`config.mk`:
```
export PLATFORM = sky130hd
export DESIGN_NAME = pc_sequencer
export DESIGN_NICKNAME = d
export VERILOG_FILES = /design/src/rtl/pc_sequencer_pkg.sv /design/src/rtl/pc_sequencer_retire_counter.sv /design/src/rtl/pc_sequencer.sv
export SDC_FILE = /design/constraint.sdc
export NUM_CORES = 1
export LEC_CHECK = 0
export ABC_CLOCK_PERIOD_IN_PS = 1800
export CAP_MARGIN = 20
export CORE_ASPECT_RATIO = 0.9
export CORE_UTILIZATION = 42
export DETAILED_ROUTE_END_ITERATION = 8
export HOLD_SLACK_MARGIN = 0.15
export PLACE_DENSITY = 0.88
export SYNTH_ARGS = -nofsm -noshare
export SYNTH_HDL_FRONTEND = slang
export SYNTH_SLANG_ARGS = --single-unit
```
`constraint.sdc`:
```
create_clock -name clk -period 1.8 [get_ports clk]
set_input_delay 0.27 -clock clk [delete_from_list [all_inputs] [get_ports clk]]
set_output_delay 0.27 -clock clk [all_outputs]
set_load 0.01 [all_outputs]
```
`src/rtl/pc_sequencer_pkg.sv`:
```
// Shared definitions for the PC sequencer: datapath width, FSM state codes and
// the branch-target alignment helper.
package pc_sequencer_pkg;

  localparam int unsigned DATA_WIDTH = 32;

  typedef enum logic [1:0] {
    StBoot  = 2'd0,
    StFetch = 2'd1,
    StExec  = 2'd2,
    StTrap  = 2'd3
  } pcseq_state_e;

  // Instructions are word aligned; any nonzero low bit in a redirect is a trap.
  function automatic logic is_word_aligned(input logic [DATA_WIDTH-1:0] addr);
    return (addr[1:0] == 2'b00);
  endfunction

endpackage

```
`src/rtl/pc_sequencer_retire_counter.sv`:
```
// Free-running count of retired instructions; wraps at 2^CNT_WIDTH.
module pc_sequencer_retire_counter #(
  parameter int unsigned CNT_WIDTH = 32
) (
  input  logic                 clk,
  input  logic                 rst_n,
  input  logic                 inc,
  output logic [CNT_WIDTH-1:0] count
);

  always_ff @(posedge clk or negedge rst_n) begin
    if (!rst_n) begin
      count <= '0;
    end else if (inc) begin
      count <= count + CNT_WIDTH'(1);
    end
  end

endmodule

```
`src/rtl/pc_sequencer.sv`:
```
// Program counter owner: sequences fetch -> execute -> PC update, traps on
// misaligned redirects and counts retired instructions.
module pc_sequencer
  import pc_sequencer_pkg::*;
#(
  parameter logic [DATA_WIDTH-1:0] RESET_VECTOR = 32'h0000_0000,
  parameter int unsigned           CNT_WIDTH    = 32
) (
  input  logic                  clk,
  input  logic                  rst_n,
  input  logic                  imem_ack,
  input  logic                  stall,
  input  logic                  take,
  input  logic [DATA_WIDTH-1:0] target,
  output logic [DATA_WIDTH-1:0] pc,
  output logic [DATA_WIDTH-1:0] pc_plus4,
  output logic                  imem_req,
  output logic                  instr_valid,
  output logic                  misaligned,
  output logic [CNT_WIDTH-1:0]  retired
);

  if (RESET_VECTOR[1:0] != 2'b00) begin : gen_bad_reset_vector
    $error("pc_sequencer: RESET_VECTOR must be 4-byte aligned");
  end

  pcseq_state_e state_q;
  logic         bad_redirect;
  logic         retire;

  assign pc_plus4     = pc + DATA_WIDTH'(4);
  assign bad_redirect = take && !is_word_aligned(target);
  // take/target only matter on the cycle EXEC actually completes.
  assign retire       = (state_q == StExec) && !stall && !bad_redirect;

  always_ff @(posedge clk or negedge rst_n) begin
    if (!rst_n) begin
      state_q     <= StBoot;
      pc          <= RESET_VECTOR;
      imem_req    <= 1'b0;
      instr_valid <= 1'b0;
      misaligned  <= 1'b0;
    end else begin
      unique case (state_q)
        StBoot: begin
          state_q  <= StFetch;
          imem_req <= 1'b1;
        end
        StFetch: begin
          if (imem_ack) begin
            state_q     <= StExec;
            imem_req    <= 1'b0;
            instr_valid <= 1'b1;
          end
        end
        StExec: begin
          if (!stall) begin
            instr_valid <= 1'b0;
            if (bad_redirect) begin
              state_q    <= StTrap;
              misaligned <= 1'b1;
            end else begin
              state_q  <= StFetch;
              imem_req <= 1'b1;
              pc       <= take ? target : pc_plus4;
            end
          end
        end
        StTrap: begin
          state_q <= StTrap;
        end
      endcase
    end
  end

  pc_sequencer_retire_counter #(
    .CNT_WIDTH (CNT_WIDTH)
  ) u_retire_counter (
    .clk   (clk),
    .rst_n (rst_n),
    .inc   (retire),
    .count (retired)
  );

endmodule

```
-- Word-level counts from Yosys, hierarchy flattened
Cells that the tools add are included.
W data, S select, Z words.
- register bits after elaboration: 69
- latch bits: 0
- memory bits (writable): 0
- bits in read-only memories: 0
- bits of input ports: 37
- memories kept: 0
- add/sub/neg operators: 2
- multiply operators: 0
- div/mod/pow operators: 0
- $lt $le $gt $ge: 0
- equality and inequality tests: 6
- shift-type cells: 0
- mux-type cells: 12
- bitwise logic cells: 2
- reductions and logical operators: 15
- operator list (kind ; number):
    $add A32 B1 Y32 const B ; 1
    $add A32 B3 Y32 const B ; 1
    $mux W32 ; 1
    $reduce_and A3 Y1 ; 3
    $pmux W2 S4 ; 1
    $mux W2 ; 3
    $ne A2 B2 Y1 const B ; 3
    $mux W1 ; 5
    $eq A2 B2 Y1 const B ; 2
    $logic_not A2 Y1 ; 2
    $reduce_and A4 Y1 ; 1
    $logic_and A1 B1 Y1 ; 3
    $logic_not A1 Y1 ; 3
    $pmux W1 S3 ; 1
    $reduce_bool A3 Y1 ; 1
    $eq A2 B1 Y1 const B ; 1
    $not A1 Y1 ; 2
    $pmux W1 S2 ; 1
    $reduce_and A2 Y1 ; 1
    $reduce_bool A2 Y1 ; 1

-- Depth between registers and ports, before layout
Gate-level depths: netlist (run 1).
- depth in word-level cells: 6
- gate-level depth with buffers: 8
- depth with buffers taken out: 6

-- By module
Synthesis (run 1) repeated with hierarchy kept, for this count alone.
- cells, all modules: 411
- area total of the unflattened synthesis: 3993.8 µm²
- by module, submodules not included (module ; instances ; cells each ; area each (µm²)):
    pc_sequencer ; 1 ; 288 ; 2544.9
    pc_sequencer_retire_counter ; 1 ; 123 ; 1448.9

-- Worst setup path after synthesis (run 1)
No wires, ideal clock.
- kind: register to output
- start point: register pc[2]
- end point: output pc_plus4[20]
- arrival time: 1.881 ns
- setup slack: -0.351 ns
- stages on the path, launching flop included: 8
- path through: dfrtp_1 -> ha_1 -> nand4_1 -> or2_2 -> buf_2 -> nor3_4 -> nand3_1 -> xnor2_1
- cells in the longest elaborated chain, start to end: 1
- RTL lines (what ; line ; RTL):
    start, declared ; pc_sequencer.sv:15 ; output logic [DATA_WIDTH-1:0] pc,
    start signal, assigned ; pc_sequencer.sv:65 ; pc <= take ? target : pc_plus4;
    $add A32 B3 Y32 ; pc_sequencer.sv:31 ; assign pc_plus4 = pc + DATA_WIDTH'(4);
    end, declared ; pc_sequencer.sv:16 ; output logic [DATA_WIDTH-1:0] pc_plus4,
Every way passes these cells.

-- Worst setup path after layout (run 1)
- start point: register pc[3]
- end point: output pc_plus4[20]
Same word-level chain as after synthesis.

==> impl_metrics.yaml, run 1 <==
finish:
  fillCellCount: 549
  syn_to_final_growth_pct: 75.6
  final_nets: 732
  multiInputGateArea_um2: 2580
  drive_gt1_frac: 0.348
  num_antenna_cells: 0
  register_area_um2: 1730
  final_util: 0.770
timing:
  relSlewSlack: 0.732
  tightest_slew_ps: 402
  grt_setup_unrepaired: "true"
  setup_violations: 43
  period_share: 1.35
  finalHoldViolCount: 0
  fmax_ghz: 0.410
  layout_setup_ws_ps: -637
  setup_tns_ps: -15320
  drv_slew: 0
  finalCriticalPeriod_ps: 2440
  fin_skew_ps: 13.4
  holdWs_ps: 352
placement:
  place_congestion: 0.935
  portBuffers: 135
  dp_hpwl_mm: 10.1
  place_ws_ps: -537
global_route:
  grt_util_all_layers: 0.312
  grt_antenna_before_repair: 0
  grt_max_degree: 70
  grt_overflow: 0
  first_global_vias: 4591
  grt_first_pass_wirelength_mm: 23.9
yosys:
  ys_types: 44
  synth.largest_area_cell: "dfrtp_1"
  synthArstFlopShare: 1.00
  synth_most_common_cell: "dfrtp_1"
  synth_top_area_share: 0.428
  synth.cell_area_um2: 4040
  synth_cells: 439
  synth_area_leaders: "dfrtp_1 43%, xnor2_1 9.1%, and3_1 4.7%"
  synthTopCellsByCount: "69 x dfrtp_1, 42 x xnor2_1, 38 x nand2_1, 34 x nand3_1, 30 x and3_1"
  synth_fp_nets: 478
  ys_warn_count: 0
  synth-edff-count: 0
  ys_seq_elements: 69
  syn_area_per_cell_um2: 9.19
  ys_seq_area_frac: 0.428
  synth_top_flop_cell: "dfrtp_1"
floorplan:
  std_cell_rows: 33
  dieWidth_um: 105
  num_io_pins: 136
  coreArea_um2: 9210
  die_area_um2: 10000
  start_util: 0.438
  die_y_um: 95.0
power_and_ir_drop:
  power_mw: 4.37
  p_leak_nw: 3.14
  power_frac_seq: 0.396
  p_comb_frac: 0.294
  intPower_mw: 2.94
  sw_frac_of_total: 0.326
  power_switching_mw: 1.43
  p_clk_frac: 0.310
  ir_drop_v: 0.000422
  powerDensity_nw_per_um2: 616
worst_hold_path:
  hold_path.class: "in -> reg"
clock_network:
  cts_buffers: 9
  cts.sinks: 69
  cts_root_buf: "clkbuf_8"
  path_clk_slew_ps: 80
  clk_latency_ps: 360
  cts_tree: "built"
  max-clock-path-buffers: 2
  cts_max_level: 3
worst_setup_path:
  end_kind: "output pin"
  worst_ep_arrival_time_ps: 2170
  crit_path_start_kind: "register"
  cpLargestDelayFamily: "simple AND/OR/NAND/NOR gates"
  r2r_setup_slack_ps: -400
  cp_slowest_cell: "dfrtp_2"
  path_buf_inv: 3
  crit_chain: "ha_4, nand4_1, buf_4, or2_4, nor3_4, buf_6, nand3_4, xnor2_2, buf_2"
  cp.required_ps: 1530
  critPathKind: "reg -> out"
  path_max_fanout: 2
  slowest_delay_ps: 410
drt:
  antenna_left: 0
  routed_wl_mm: 16.5
  via_per_inst: 5.88
  vias: 4820
  drt_first_pass_iters: 5
  dr.first_iter.drc_count: 351
  drc: 0
  wl_per_cell_um: 20.1
flow_run:
  maxCapViolations: 0
run_status:
  violations: "negative setup slack"
  status: "finished with violations"
==> worst paths after layout <==
kind | start | endpoint | depth (start not counted)
setup / recovery | pc[3]$_DFFE_PN0P_ | pc_plus4[20] | 9
hold reg to reg | misaligned$_DFFE_PN0P_ | misaligned$_DFFE_PN0P_ | 1
min in group asynchronous | rst_n | pc[22]$_DFFE_PN0P_ | 3
max in group asynchronous | rst_n | pc[2]$_DFFE_PN0P_ | 3
hold / removal | stall | state_q[0]$_DFFE_PN0P_ | 2
setup reg to reg | pc[3]$_DFFE_PN0P_ | pc[31]$_DFFE_PN0P_ | 8
==> cells in the final DEF, fill, tap and decap left out, types with 3 or more instances in the layout <==
| master | Yosys | layout |
|---|---|---|
| and3_1 | 30 | 24 |
| buf_12 | 0 | 5 |
| o311ai_2 | 0 | 3 |
| nand4_1 | 19 | 19 |
| a21oi_1 | 22 | 22 |
| nand3_2 | 2 | 3 |
| nand3_1 | 34 | 22 |
| nor3_1 | 10 | 8 |
| xnor2_2 | 0 | 8 |
| buf_2 | 14 | 28 |
| inv_1 | 6 | 6 |
| dlygate4sd2_1 | 0 | 3 |
| and3_4 | 0 | 6 |
| o21ai_0 | 26 | 19 |
| a22oi_1 | 3 | 3 |
| inv_6 | 0 | 3 |
| a221o_1 | 4 | 4 |
| mux2i_1 | 10 | 9 |
| xor2_1 | 17 | 16 |
| nand2_1 | 38 | 36 |
| clkdlybuf4s50_1 | 0 | 96 |
| xnor2_1 | 42 | 34 |
| nor2_4 | 0 | 4 |
| nand3_4 | 0 | 11 |
| nor4_1 | 6 | 3 |
| buf_6 | 0 | 22 |
| nor2_1 | 29 | 23 |
| o21ai_1 | 0 | 6 |
| nor3b_1 | 3 | 3 |
| o211ai_1 | 5 | 5 |
| nor4_4 | 2 | 4 |
| dlymetal6s2s_1 | 0 | 6 |
| clkbuf_8 | 0 | 9 |
| dfrtp_1 | 69 | 67 |
| buf_4 | 3 | 108 |
==> cell families (layout without fill, tap and decap cells) <==
kind of cell / after synthesis / count (layout) / share of synthesized area
simple gates: 189 / 189 / 0.257
xor+xnor: 59 / 59 / 0.128
compound gates: 76 / 76 / 0.117
flops: 69 / 69 / 0.428
mux: 10 / 10 / 0.0248
fa+ha+maj: 2 / 2 / 0.00620
buf+inv: 34 / 293 / 0.0394
==> state kept, by name, summed over array words and instances (netlist names) <==
signal and flops:
misaligned 1, u_retire_counter.count 32, state_q 2, instr_valid 1, imem_req 1, pc 32
==> layer usage <==
metal  global-route usage  up-vias  wire, um  part of all wire
li1                     -     2094         -                 -
met1                0.380     2360      6360              0.39
met2                0.545      298      8240              0.50
met3               0.0531       68      1210             0.074
met4                0.143        0       672             0.041
met5                    0        -         0                 0
==> power groups by stage <==
stage	Clock, mW	Combinational (mW)	Sequential, mW
5_1_grt	1.44	1.35	1.74
3_5_place_dp	0	1.17	1.75
3_3_place_gp	0	1.15	1.74
6_report	1.35	1.29	1.73
2_1_floorplan	0	0.371	1.81
4_1_cts	1.36	1.20	1.72
==> cell type report <==
class / count / area share
Tap cell: 122 / 0.0215
Clock buffer: 9 / 0.0175
Sequential cell: 69 / 0.244
Clock inverter: 7 / 0.0113
Timing Repair Buffer: 271 / 0.338
Multi-Input combinational cell: 336 / 0.364
Inverter: 6 / 0.00318
==> per-stage QoR <==
stage	cell area, um^2	cells
final	7090	820
after global routing	7090	820
after CTS	6840	811
after detailed placement	6330	773
after global placement	6330	773
after floorplan	4150	439
==> what timing repair did <==
action	in CTS	in global routing
resized for setup	178	41
endpoints found under the setup margin	45	66
hold buffers	1	0
hold endpoints to repair	69	0
setup buffers	22	14
pin swaps	30	23
Note: power is estimated with default switching activity, not from simulation.
==> run 2, diff against run 1 <==
--- a/config.mk
+++ b/config.mk
@@ -5,13 +5,15 @@
 export SDC_FILE = /design/constraint.sdc
 export NUM_CORES = 1
 export LEC_CHECK = 0
+export ABC_AREA = 1
 export ABC_CLOCK_PERIOD_IN_PS = 1800
 export CAP_MARGIN = 20
 export CORE_ASPECT_RATIO = 0.9
-export CORE_UTILIZATION = 42
+export CORE_UTILIZATION = 43
 export DETAILED_ROUTE_END_ITERATION = 8
 export HOLD_SLACK_MARGIN = 0.15
-export PLACE_DENSITY = 0.88
+export PLACE_DENSITY = 0.87
 export SYNTH_ARGS = -nofsm -noshare
 export SYNTH_HDL_FRONTEND = slang
 export SYNTH_SLANG_ARGS = --single-unit
+export TNS_END_PERCENT = 5
==> constraint.sdc (replaced) <==
create_clock -name clk -period 1.8 [get_ports clk]
set_input_delay 0.27 -clock clk [delete_from_list [all_inputs] [get_ports clk]]
set_output_delay 0.27 -clock clk [all_outputs]
set_load 0.02 [all_outputs]
==> run 2 against run 1 <==
Against the previous run: the flow still finishes with violations (negative setup slack); register-to-register slack gained 530 ps; core utilization shrank 7.8 points; critical path type unchanged; cell area hardly changed; largest cell class unchanged; synthesized cell count up 51%; first-iteration DRC count rose by 2.8%; sequential cell count did not move; via count rose by 5.8%.
==> impl_metrics.yaml, run 2 <==
global_route:
  grt_util_all_layers: 0.264
  grt_overflow: 0
  met2_usage: 0.420
  busiest_layer: "met2"
  first_global_vias: 4544
  grt_first_pass_wirelength_mm: 23.2
  grt_antenna_before_repair: 0
  met3_usage: 0.0433
  met1_usage: 0.373
  grt_max_degree: 70
placement:
  dp_cells: 990
  place_congestion: 0.951
  portBuffers: 135
  place_ws_ps: -423
  dp_hpwl_mm: 10.7
  placed_area_um2: 6590
flow_run:
  maxCapViolations: 0
yosys:
  synthTopCellsByCount: "288 x nand2_1, 85 x nor2_1, 69 x dfrtp_1, 56 x inv_1, 40 x nand3_1"
  synth_top_flop_cell: "dfrtp_1"
  synth_fp_nets: 702
  synth_area_leaders: "dfrtp_1 38%, nand2_1 24%, nor2_1 7.0%"
  ys_seq_area_frac: 0.379
  synth_top_area_share: 0.379
  synth-compound-area-share: 0.0525
  ys_warn_count: 0
  yosys.area_share.adder: 0.00550
  yosys.area_share.simple: 0.428
  synth_xor_area_frac: 0.0679
  ys_types: 31
  synth_most_common_cell: "nand2_1"
  synthArstFlopShare: 1.00
  syn_area_per_cell_um2: 6.86
  ys_seq_elements: 69
  synth-edff-count: 0
  synth.cell_area_um2: 4550
  synth_top_family_by_area: "simple AND/OR/NAND/NOR gates"
  muxShareOfSynthArea: 0
  synth.largest_area_cell: "dfrtp_1"
  synth_cells: 663
power_and_ir_drop:
  ir_drop_v: 0.000415
  p_leak_nw: 3.36
  powerDensity_nw_per_um2: 559
timing:
  fmax_ghz: 0.477
  setup_tns_ps: -4980
  layout_setup_ws_ps: -294
  period_share: 1.16
  fin_skew_ps: 7.24
  tightest_slew_ps: 387
  grt_setup_unrepaired: "true"
  drv_slew: 0
  finalHoldViolCount: 0
  finalCriticalPeriod_ps: 2090
  relSlewSlack: 0.741
  setup_violations: 25
clock_network:
  cts_max_level: 3
  max-clock-path-buffers: 2
  cts_tree: "built"
  cts_buffers: 9
  cts.sinks: 69
  path_clk_slew_ps: 60
  cts_root_buf: "clkbuf_16"
  clk_latency_ps: 330
worst_setup_path:
  cpLargestDelayFamily: "simple AND/OR/NAND/NOR gates"
  worst_ep_arrival_time_ps: 1820
  crit_path_start_kind: "register"
  cp_slowest_cell: "dfrtp_2"
  critPathKind: "reg -> out"
  path_buf_inv: 2
  end_kind: "output pin"
  crit_chain: "ha_4, nand2_2, nor2_4, nand2_2, nor2_4, buf_6, or2_4, and2_4, buf_6"
  slowest_delay_ps: 430
  cp.required_ps: 1530
  path_max_fanout: 3
finish:
  final_nets: 914
  syn_to_final_growth_pct: 55.8
  final_area_um2: 7090
  fillCellCount: 824
  multiInputGateArea_um2: 2670
  most-common-layout-cells: "280 x nand2_1, 98 x clkdlybuf4s50_1, 84 x nor2_1, 80 x buf_4, 66 x dfrtp_1"
  final_common_cell: "nand2_1"
  layout.cells.non_filler: 1009
  num_antenna_cells: 0
  largestRegisters: "pc x32, u_retire_counter.count x32, state_q x2"
  drive_gt1_frac: 0.207
  register_area_um2: 1730
drt:
  routed_wl_mm: 14.4
  drc: 0
  via_per_inst: 5.05
  wl_per_cell_um: 14.2
  drt_first_pass_iters: 5
  vias: 5100
  antenna_left: 0
  dr.first_iter.drc_count: 361
floorplan:
  std_cell_rows: 35
  dieWidth_um: 110
  start_util: 0.444
  coreArea_um2: 10200
  num_io_pins: 136
  die_area_um2: 11000
  die_y_um: 99.6
worst_hold_path:
  hold_path.class: "in -> async"
run_status:
  status: "finished with violations"
  violations: "negative setup slack"
[run 2: where the power goes]
| part | leakage [nW] | switching (mW) | total [mW] | internal (mW) |
|---|---|---|---|---|
| Clock | 0.152 | 0.695 | 1.95 | 1.25 |
| Sequential | 0.923 | 0.0263 | 1.60 | 1.58 |
| Combinational | 2.29 | 0.196 | 0.417 | 0.221 |
[run 2: cells by family (layout without fill, tap and decap cells)]
kind of cell               Yosys count  after routing
xor gates and xnor gates            31             31
adders and majority gates            2              2
AOI/OAI and AO/OA                   34             34
and+or+nand+nor                    456            456
buffers and inverters               71            288
DFF                                 69             69
[run 2: per-layer routing]
layer / vias to the layer above / wire length (um)
met5: - / 0
met4: 0 / 334
met2: 213 / 6590
met3: 29 / 933
li1: 2483 / -
met1: 2375 / 6510
[run 2: path summary, 6_finish.rpt]
check	startpoint	endpoint	slack, ps	cells past startpoint
setup / recovery	pc[2]$_DFFE_PN0P_	pc_plus4[16]	-290	9
hold / removal	rst_n	pc[19]$_DFFE_PN0P_	470	3
setup reg to reg	u_retire_counter.count[1]$_DFFE_PN0P_	u_retire_counter.count[16]$_DFFE_PN0P_	130	8
hold reg to reg	pc[1]$_DFFE_PN0P_	pc[1]$_DFFE_PN0P_	490	2
max in group asynchronous	rst_n	pc[3]$_DFFE_PN0P_	990	3
min in group clk	pc[1]$_DFFE_PN0P_	pc[1]$_DFFE_PN0P_	490	2
[run 2: stage by stage]
stage                     hold WS [ps]  power [mW]  utilization
after floorplan                  -25.6        1.76            -
after global placement             324        2.03        0.643
after detailed placement           327        2.03        0.643
after CTS                          495        3.99        0.686
after global routing               516        4.11        0.692
final                              470        3.97        0.692
[run 2: cell type report]
class / count / share of cell area
clock buffers: 11 / 0.0342
multi-input cells: 523 / 0.377
clock inverters: 5 / 0.0118
well taps: 129 / 0.0228
inverters: 58 / 0.0307
flip-flops and latches: 69 / 0.244
repair buffers: 214 / 0.279
[run 2: worst register-to-register path, delay by kind of cell, from the launching register on]
kind	cells	cell delay [ps]
fa+ha+maj	1	330
simple gates	5	620
buf+inv	1	90
flops	1	400
xor+xnor	1	160
[run 2: timing repair]
item	4_1_cts	5_1_grt
pin swaps	18	7
hold buffers	1	0
cloned	0	0
setup endpoints to repair	31	34
buffers inserted	1	1
endpoints found under the hold margin	69	0
gates resized for setup	174	16
==> run 3, diff against run 2 <==
--- a/config.mk
+++ b/config.mk
@@ -7,7 +7,6 @@
 export LEC_CHECK = 0
 export ABC_AREA = 1
 export ABC_CLOCK_PERIOD_IN_PS = 1800
-export CAP_MARGIN = 20
 export CORE_ASPECT_RATIO = 0.9
 export CORE_UTILIZATION = 43
 export DETAILED_ROUTE_END_ITERATION = 8
==> results of run 3 <==
Final layout, timing and power as in run 2 (identical DEF).
